$ cat src/rtl/multicycle_core_if.sv
// Unified instruction/data memory port of multicycle_core (req/ready handshake).
interface multicycle_core_if;
  logic        mem_req;
  logic        mem_we;
  logic [31:0] mem_addr;
  logic [31:0] mem_wdata;
  logic [31:0] mem_rdata;
  logic        mem_ready;

  modport master (output mem_req, mem_we, mem_addr, mem_wdata, input mem_rdata, mem_ready);
  modport slave  (input mem_req, mem_we, mem_addr, mem_wdata, output mem_rdata, mem_ready);
endinterface

$ cat src/rtl/multicycle_core.sv
// Multicycle MIPS-subset core sharing one ALU and one memory port across cycles.
// Define EXT_ISA_EN to add bne, ori and nor; otherwise those encodings are illegal.
module multicycle_core #(
  parameter logic [31:0] RESET_PC = 32'h0000_0000,
  parameter int          NREGS    = 32
) (
  input  logic              clk,
  input  logic              reset,
  multicycle_core_if.master mem,
  output logic [31:0]       pc,
  output logic              instr_retire,
  output logic              illegal_op
);
  localparam int AW = $clog2(NREGS);

  localparam logic [3:0] S_FETCH   = 4'd0,  S_DECODE  = 4'd1,  S_MEMADR  = 4'd2,
                         S_MEMRD   = 4'd3,  S_MEMWB   = 4'd4,  S_MEMWR   = 4'd5,
                         S_RTYPEEX = 4'd6,  S_RTYPEWB = 4'd7,  S_ADDIEX  = 4'd8,
                         S_ADDIWB  = 4'd9,  S_BEQEX   = 4'd10, S_JEX     = 4'd11;

  localparam logic [5:0] OP_RTYPE = 6'h00, OP_J   = 6'h02, OP_BEQ = 6'h04, OP_BNE = 6'h05,
                         OP_ADDI  = 6'h08, OP_ORI = 6'h0D, OP_LW  = 6'h23, OP_SW  = 6'h2B;
  localparam logic [5:0] F_ADD = 6'h20, F_SUB = 6'h22, F_AND = 6'h24,
                         F_OR  = 6'h25, F_NOR = 6'h27, F_SLT = 6'h2A;

`ifdef EXT_ISA_EN
  localparam bit EXT = 1'b1;
`else
  localparam bit EXT = 1'b0;
`endif

  logic [3:0]  state_q, state_d;
  logic [31:0] pc_q, pc_d, ir_q, ir_d, mdr_q, mdr_d;
  logic [31:0] a_q, a_d, b_q, b_d, alu_out_q, alu_out_d;
  logic [31:0] rf_q [NREGS];

  logic          rf_we;
  logic [AW-1:0] rf_waddr;
  logic [31:0]   rf_wdata;
  logic          req_c, we_c, retire_c, illegal_c, legal;
  logic [31:0]   addr_c;

  logic [5:0]    opcode, funct;
  logic [AW-1:0] rs_idx, rt_idx, rd_idx;
  logic [31:0]   imm_sext, imm_zext, rf_rs, rf_rt;
  logic          rtype_ok, beq_take;
  logic [31:0]   rtype_res;

  assign opcode   = ir_q[31:26];
  assign funct    = ir_q[5:0];
  assign rs_idx   = ir_q[21 +: AW];
  assign rt_idx   = ir_q[16 +: AW];
  assign rd_idx   = ir_q[11 +: AW];
  assign imm_sext = {{16{ir_q[15]}}, ir_q[15:0]};
  assign imm_zext = {16'h0000, ir_q[15:0]};
  assign rf_rs    = (rs_idx == '0) ? 32'h0 : rf_q[rs_idx];
  assign rf_rt    = (rt_idx == '0) ? 32'h0 : rf_q[rt_idx];
  assign beq_take = (a_q == b_q) ^ (EXT && (opcode == OP_BNE));

  always_comb begin
    rtype_ok  = 1'b1;
    rtype_res = 32'h0;
    case (funct)
      F_ADD:   rtype_res = a_q + b_q;
      F_SUB:   rtype_res = a_q - b_q;
      F_AND:   rtype_res = a_q & b_q;
      F_OR:    rtype_res = a_q | b_q;
      F_SLT:   rtype_res = {31'd0, $signed(a_q) < $signed(b_q)};
      F_NOR: begin
        if (EXT) rtype_res = ~(a_q | b_q);
        else     rtype_ok  = 1'b0;
      end
      default: rtype_ok = 1'b0;
    endcase
  end

  always_comb begin
    state_d   = state_q;
    pc_d      = pc_q;
    ir_d      = ir_q;
    mdr_d     = mdr_q;
    a_d       = a_q;
    b_d       = b_q;
    alu_out_d = alu_out_q;
    rf_we     = 1'b0;
    rf_waddr  = rt_idx;
    rf_wdata  = alu_out_q;
    req_c     = 1'b0;
    we_c      = 1'b0;
    addr_c    = pc_q;
    retire_c  = 1'b0;
    illegal_c = 1'b0;
    legal     = 1'b1;
    case (state_q)
      S_FETCH: begin
        req_c = 1'b1;
        if (mem.mem_ready) begin
          ir_d    = mem.mem_rdata;
          pc_d    = pc_q + 32'd4;
          state_d = S_DECODE;
        end
      end
      S_DECODE: begin
        a_d       = rf_rs;
        b_d       = rf_rt;
        alu_out_d = pc_q + {imm_sext[29:0], 2'b00};
        case (opcode)
          OP_LW, OP_SW: state_d = S_MEMADR;
          OP_RTYPE:     state_d = S_RTYPEEX;
          OP_BEQ:       state_d = S_BEQEX;
          OP_ADDI:      state_d = S_ADDIEX;
          OP_J:         state_d = S_JEX;
          OP_BNE:       if (EXT) state_d = S_BEQEX;  else legal = 1'b0;
          OP_ORI:       if (EXT) state_d = S_ADDIEX; else legal = 1'b0;
          default:      legal = 1'b0;
        endcase
        // Unsupported opcode retires here as a NOP; pc already holds pc+4.
        if (!legal) begin
          state_d   = S_FETCH;
          retire_c  = 1'b1;
          illegal_c = 1'b1;
        end
      end
      S_MEMADR: begin
        alu_out_d = a_q + imm_sext;
        state_d   = (opcode == OP_SW) ? S_MEMWR : S_MEMRD;
      end
      S_MEMRD: begin
        req_c  = 1'b1;
        addr_c = alu_out_q;
        if (mem.mem_ready) begin
          mdr_d   = mem.mem_rdata;
          state_d = S_MEMWB;
        end
      end
      S_MEMWB: begin
        rf_we    = 1'b1;
        rf_wdata = mdr_q;
        retire_c = 1'b1;
        state_d  = S_FETCH;
      end
      S_MEMWR: begin
        req_c  = 1'b1;
        we_c   = 1'b1;
        addr_c = alu_out_q;
        if (mem.mem_ready) begin
          retire_c = 1'b1;
          state_d  = S_FETCH;
        end
      end
      S_RTYPEEX: begin
        alu_out_d = rtype_res;
        state_d   = S_RTYPEWB;
      end
      S_RTYPEWB: begin
        rf_we     = rtype_ok;
        rf_waddr  = rd_idx;
        illegal_c = !rtype_ok;
        retire_c  = 1'b1;
        state_d   = S_FETCH;
      end
      S_ADDIEX: begin
        alu_out_d = (opcode == OP_ORI) ? (a_q | imm_zext) : (a_q + imm_sext);
        state_d   = S_ADDIWB;
      end
      S_ADDIWB: begin
        rf_we    = 1'b1;
        retire_c = 1'b1;
        state_d  = S_FETCH;
      end
      S_BEQEX: begin
        if (beq_take) pc_d = alu_out_q;
        retire_c = 1'b1;
        state_d  = S_FETCH;
      end
      S_JEX: begin
        pc_d     = {pc_q[31:28], ir_q[25:0], 2'b00};
        retire_c = 1'b1;
        state_d  = S_FETCH;
      end
      default: state_d = S_FETCH;
    endcase
  end

  always_ff @(posedge clk) begin
    if (reset) begin
      state_q   <= S_FETCH;
      pc_q      <= RESET_PC;
      ir_q      <= 32'h0;
      mdr_q     <= 32'h0;
      a_q       <= 32'h0;
      b_q       <= 32'h0;
      alu_out_q <= 32'h0;
      for (int i = 0; i < NREGS; i++) rf_q[i] <= 32'h0;
    end else begin
      state_q   <= state_d;
      pc_q      <= pc_d;
      ir_q      <= ir_d;
      mdr_q     <= mdr_d;
      a_q       <= a_d;
      b_q       <= b_d;
      alu_out_q <= alu_out_d;
      if (rf_we && (rf_waddr != '0)) rf_q[rf_waddr] <= rf_wdata;
    end
  end

  // Reset is synchronous, so the outputs are gated to stay quiet while it is held.
  assign mem.mem_req   = req_c && !reset;
  assign mem.mem_we    = we_c;
  assign mem.mem_addr  = addr_c;
  assign mem.mem_wdata = b_q;
  assign pc            = pc_q;
  assign instr_retire  = retire_c && !reset;
  assign illegal_op    = illegal_c && !reset;
endmodule

$ cat src/flat_wrapper.sv
// flat-port wrapper written by rule: the top's interface ports become plain ports
module multicycle_core_flat 
#(
  parameter logic [31:0] RESET_PC = 32'h0000_0000,
  parameter int          NREGS    = 32
)
  (clk, reset, pc, instr_retire, illegal_op, mem_mem_req, mem_mem_we, mem_mem_addr, mem_mem_wdata, mem_mem_rdata, mem_mem_ready);
  multicycle_core_if mem_i ();
  input  logic clk;
  input  logic reset;
  output logic [31:0] pc;
  output logic instr_retire;
  output logic illegal_op;
  output wire logic [$bits(mem_i.mem_req)-1:0] mem_mem_req;
  output wire logic [$bits(mem_i.mem_we)-1:0] mem_mem_we;
  output wire logic [$bits(mem_i.mem_addr)-1:0] mem_mem_addr;
  output wire logic [$bits(mem_i.mem_wdata)-1:0] mem_mem_wdata;
  input wire logic [$bits(mem_i.mem_rdata)-1:0] mem_mem_rdata;
  input wire logic [$bits(mem_i.mem_ready)-1:0] mem_mem_ready;
  assign mem_mem_req = mem_i.mem_req;
  assign mem_mem_we = mem_i.mem_we;
  assign mem_mem_addr = mem_i.mem_addr;
  assign mem_mem_wdata = mem_i.mem_wdata;
  assign mem_i.mem_rdata = mem_mem_rdata;
  assign mem_i.mem_ready = mem_mem_ready;
  multicycle_core #(.RESET_PC(RESET_PC), .NREGS(NREGS)) u_core (.clk(clk), .reset(reset), .mem(mem_i), .pc(pc), .instr_retire(instr_retire), .illegal_op(illegal_op));
endmodule
$ cat config.mk
export PLATFORM = sky130hd
export DESIGN_NAME = multicycle_core_flat
export DESIGN_NICKNAME = d
export VERILOG_FILES = /design/src/rtl/multicycle_core_if.sv /design/src/rtl/multicycle_core.sv /design/src/flat_wrapper.sv
export SDC_FILE = /design/constraint.sdc
export NUM_CORES = 2
export LEC_CHECK = 0
export CAP_MARGIN = 30
export CORE_UTILIZATION = 63
export CTS_CLUSTER_DIAMETER = 120
export DETAILED_ROUTE_END_ITERATION = 6
export GPL_TIMING_DRIVEN = 1
export PLACE_DENSITY = 0.82
export SYNTH_ARGS = -nofsm -noshare
export SYNTH_HDL_FRONTEND = slang
export SYNTH_SLANG_ARGS = --single-unit
$ cat constraint.sdc
create_clock -name clk -period 5.02 [get_ports clk]
set_clock_uncertainty 0.15 [all_clocks]
set_input_delay 1.506 -clock clk [delete_from_list [all_inputs] [get_ports clk]]
set_output_delay 1.506 -clock clk [all_outputs]
set_load 0.05 [all_outputs]
==> insert_results.sql <==
INSERT INTO impl_metrics (metric_group, metric, value, unit) VALUES
('critical_path', 'timing.critical_path.mode_cell', 'sky130_fd_sc_hd__a21oi_1', ''),
('layout', 'most-common-layout-cells', 'sky130_fd_sc_hd__nor2_1, sky130_fd_sc_hd__edfxtp_1, sky130_fd_sc_hd__mux4_2, sky130_fd_sc_hd__a21oi_1, sky130_fd_sc_hd__nand2_1', ''),
('placed_design', 'place_inst', '6887', ''),
('critical_path', 'critPathLaunch', 'u_core.ir_q[31]', ''),
('clock_tree', 'clock_sink_count', '1230', ''),
('die', 'fp.dieArea', '0.1109', 'sq mm'),
('routing', 'drt.antenna.violating_nets', '0', ''),
('global_route', 'vias_in_the_first_global_route', '52419', ''),
('synth', 'netlist_instances', '5588', ''),
('critical_path', 'timing.critical_path.to', 'instr_retire', ''),
('critical_path', 'r2r_slack', '0.20', 'ns'),
('critical_path', 'timing.rr.end', 'u_core.rf_q[12][25]', ''),
('synth', 'synth-warning-count', '0', ''),
('die', 'die_outline_height', '333.1', 'um'),
('routing', 'detail_route.drc_violations', '3', ''),
('global_route', 'globalRouteTotalUtil', '43.42', '%'),
('layout', 'layout.core_utilization', '70.96', '%'),
('synth', 'synthFlopType', 'sky130_fd_sc_hd__edfxtp_1', ''),
('clock_tree', 'cts_tree', 'built', ''),
('timing', 'grt_setup_unrepaired', 'false', ''),
('die', 'core-area', '0.1087', 'sq mm'),
('timing', 'max_slew_margin', '19.81', '%'),
('routing', 'routed-via-count', '53583', ''),
('critical_path', 'slowest_stage', 'sky130_fd_sc_hd__or4b_2', ''),
('status', 'outcome', 'complete, but fails checks', ''),
('power_and_ir_drop', 'powerDensity', '445.4', 'mW/mm^2'),
('power_and_ir_drop', 'power_frac_comb', '34.4', '%'),
('placed_design', 'gp_congestion', '1.012', ''),
('clock_tree', 'clk-insertion-delay-late', '0.78', 'ns'),
('power_and_ir_drop', 'p_switching', '0.01288', 'W'),
('critical_path', 'crit_path_cell_trace', 'or3_1 -> or4b_2 -> o211ai_1 -> a21oi_1 -> nand2_1 -> a21oi_1 -> buf_4 -> buf_12', ''),
('global_route', 'grt_first_pass_wirelength', '350.6', 'mm'),
('timing', 'post-route-period-util', '97.27', '%'),
('layout', 'stdcell_count', '7126', ''),
('power_and_ir_drop', 'pwr-share-seq', '36.9', '%'),
('timing', 'slew_violations', '0', ''),
('critical_path', 'crit_type', 'reg2out', ''),
('routing', 'detail_route.wirelength', '240.8', 'mm'),
('routing', 'avgRoutedWirePerCell', '33.78', 'um'),
('clock_tree', 'ctsHtreeMaxLevel', '4', ''),
('power_and_ir_drop', 'power_switching_share', '37.48', '%'),
('timing', 'fmax', '204.8', 'MHz'),
('layout', 'final_nets', '5832', ''),
('power_and_ir_drop', 'power.clock.fraction', '28.6', '%'),
('global_route', 'grt_start_max_net_pins', '158', ''),
('synth', 'synth.top_cell.area_share', '44.53', '%'),
('synth', 'asyncSetResetFlopFracSynth', '0', '%'),
('power_and_ir_drop', 'p_leak', '25.76', 'nW'),
('die', 'chipWidth', '333.1', 'um'),
('global_route', 'number_of_antenna_violations_at_the_first_check_in_global_routing', '21', ''),
('critical_path', 'r2r.worst_path.cells', '9', ''),
('critical_path', 'critical-path-max-stage-delay', '0.72', 'ns'),
('synth', 'synth_edf_count', '1024', ''),
('routing', 'detail_route.first_pass.iterations', '7', ''),
('synth', 'postSynthAreaPerCell', '12.36', 'sq um'),
('die', 'io_pins', '135', ''),
('synth', 'synth_cell_types', '89', ''),
('routing', 'route.detailed.vias_per_inst', '7.519', ''),
('layout', 'layout-area-overhead-vs-synth', '11.72', '%'),
('global_route', 'globalRouteOverflowTotal', '0', ''),
('placed_design', 'placed_area', '0.07288', 'sq mm'),
('critical_path', 'timing.critical_path.required', '3.36', 'ns'),
('critical_path', 'timing.critical_path.arrival', '3.23', 'ns'),
('synth', 'synth_seq_area_share', '50.51', '%'),
('clock_tree', 'clock_tree.root_cell', 'sky130_fd_sc_hd__clkbuf_16', ''),
('clock_tree', 'clk_transition_reported_paths', '0.06', 'ns'),
('critical_path', 'timing.rr.start', 'u_core.state_q[2]', ''),
('layout', 'fraction_of_final_layout_cells_with_drive_strength_greater_than_1', '20.85', '%'),
('synth', 'post_synth_instance_area', '0.06905', 'sq mm'),
('status', 'violations', 'design-rule violations', ''),
('synth', 'yosys.area.top_type', 'sky130_fd_sc_hd__edfxtp_1', '');
[per-layer routing]
metal / global-route usage (%) / share of wire [%] / vias to the layer above
li1: - / - / 21002
met1: 53.21 / 31 / 25961
met2: 67.04 / 46 / 5306
met3: 14.00 / 15 / 1284
met4: 27.39 / 7.8 / 30
met5: 0 / 0.083 / -
[worst max-delay path: cells and delay by family, from the launching register on]
kind,cells,cell delay (ns)
compound gates,3,0.44
flops,1,0.33
buf+inv,2,0.35
simple gates,3,1.33
[state kept, by name, summed over array words and instances, names as in the netlist, named ones only]
name / flops
u_core.rf_q: 1024
u_core.alu_out_q: 32
u_core.pc: 32
u_core.ir_q: 32
u_core.mem.mem_wdata: 32
u_core.mdr_q: 32
u_core.state_q: 4
u_core.a_q: 32
[power by group through the flow]
stage          sequential [W]  clock, W  combinational [W]
2_1_floorplan          0.0124         0            0.00736
3_3_place_gp           0.0128         0             0.0108
3_5_place_dp           0.0128         0             0.0112
4_1_cts                0.0126   0.00980             0.0114
5_1_grt                0.0127    0.0101             0.0122
6_report               0.0127   0.00984             0.0118
[cells in the mapped netlist (32+ instances only)]
library cell	n
sky130_fd_sc_hd__buf_1	71
sky130_fd_sc_hd__a21oi_1	308
sky130_fd_sc_hd__ha_1	186
sky130_fd_sc_hd__a21o_1	56
sky130_fd_sc_hd__nor3_1	52
sky130_fd_sc_hd__mux2i_1	107
sky130_fd_sc_hd__o21ai_0	137
sky130_fd_sc_hd__mux4_2	640
sky130_fd_sc_hd__nand2b_1	47
sky130_fd_sc_hd__nor2_1	1316
sky130_fd_sc_hd__mux2_2	32
sky130_fd_sc_hd__nand2_1	310
sky130_fd_sc_hd__xnor2_1	68
sky130_fd_sc_hd__a211oi_1	35
sky130_fd_sc_hd__buf_2	46
sky130_fd_sc_hd__dfxtp_1	206
sky130_fd_sc_hd__edfxtp_1	1024
sky130_fd_sc_hd__inv_1	121
sky130_fd_sc_hd__clkbuf_1	373
[area by class of cell]
| class | count | area [sq um] |
|---|---|---|
| multi-input combinational | 3773 | 32300 |
| clock buffer | 177 | 3612 |
| fill | 6863 | 31560 |
| antenna | 5 | 12.51 |
| timing repair buffer | 348 | 3446 |
| sequential | 1230 | 34910 |
| inverter | 123 | 461.7 |
| tap | 1414 | 1769 |
| clock inverter | 56 | 623.1 |
[stage by stage]
step,setup WS (ns),hold slack (ns)
6_report,0.1370,0.3165
5_1_grt,0.07614,0.3393
4_1_cts,0.02068,0.3176
3_5_place_dp,0.1738,0.3070
3_3_place_gp,0.1305,0.3036
2_1_floorplan,0.1405,0.2860
[logic make-up (layout without fill, tap and decap cells)]
family                     count (synthesis)  after routing  synth area share [%]
buffers and inverters                    616            704                 3.459
muxes                                    779            779                 22.95
adders and majority gates                190            190                 3.486
other                                      1             37              0.005431
xor gates and xnor gates                  90             90                 1.142
and+or+nand+nor                         1881           1881                 11.12
DFF                                     1230           1230                 50.51
AOI/OAI and AO/OA                        801            801                 7.328
[how the worst min path moves through the flow]
stage | to | slack, ns | cells past startpoint | startpoint
floorplan | u_core.mdr_q[0] | 0.29 | 2 | u_core.mdr_q[0]
CTS | u_core.mdr_q[27] | 0.32 | 2 | u_core.mdr_q[27]
global route | u_core.mdr_q[18] | 0.34 | 2 | u_core.mdr_q[18]
global placement | u_core.mdr_q[10] | 0.30 | 2 | u_core.mdr_q[10]
detailed placement | u_core.mdr_q[25] | 0.31 | 2 | u_core.mdr_q[25]
finish | u_core.mdr_q[18] | 0.32 | 2 | u_core.mdr_q[18]
[what timing repair did]
| item | 4_1_cts | 5_1_grt |
|---|---|---|
| setup buffers | 0 | 0 |
| setup endpoints to repair | 0 | 21 |
| hold buffers | 0 | 0 |
| resized for setup | 0 | 1 |
Power figures use the tool's default switching activity.
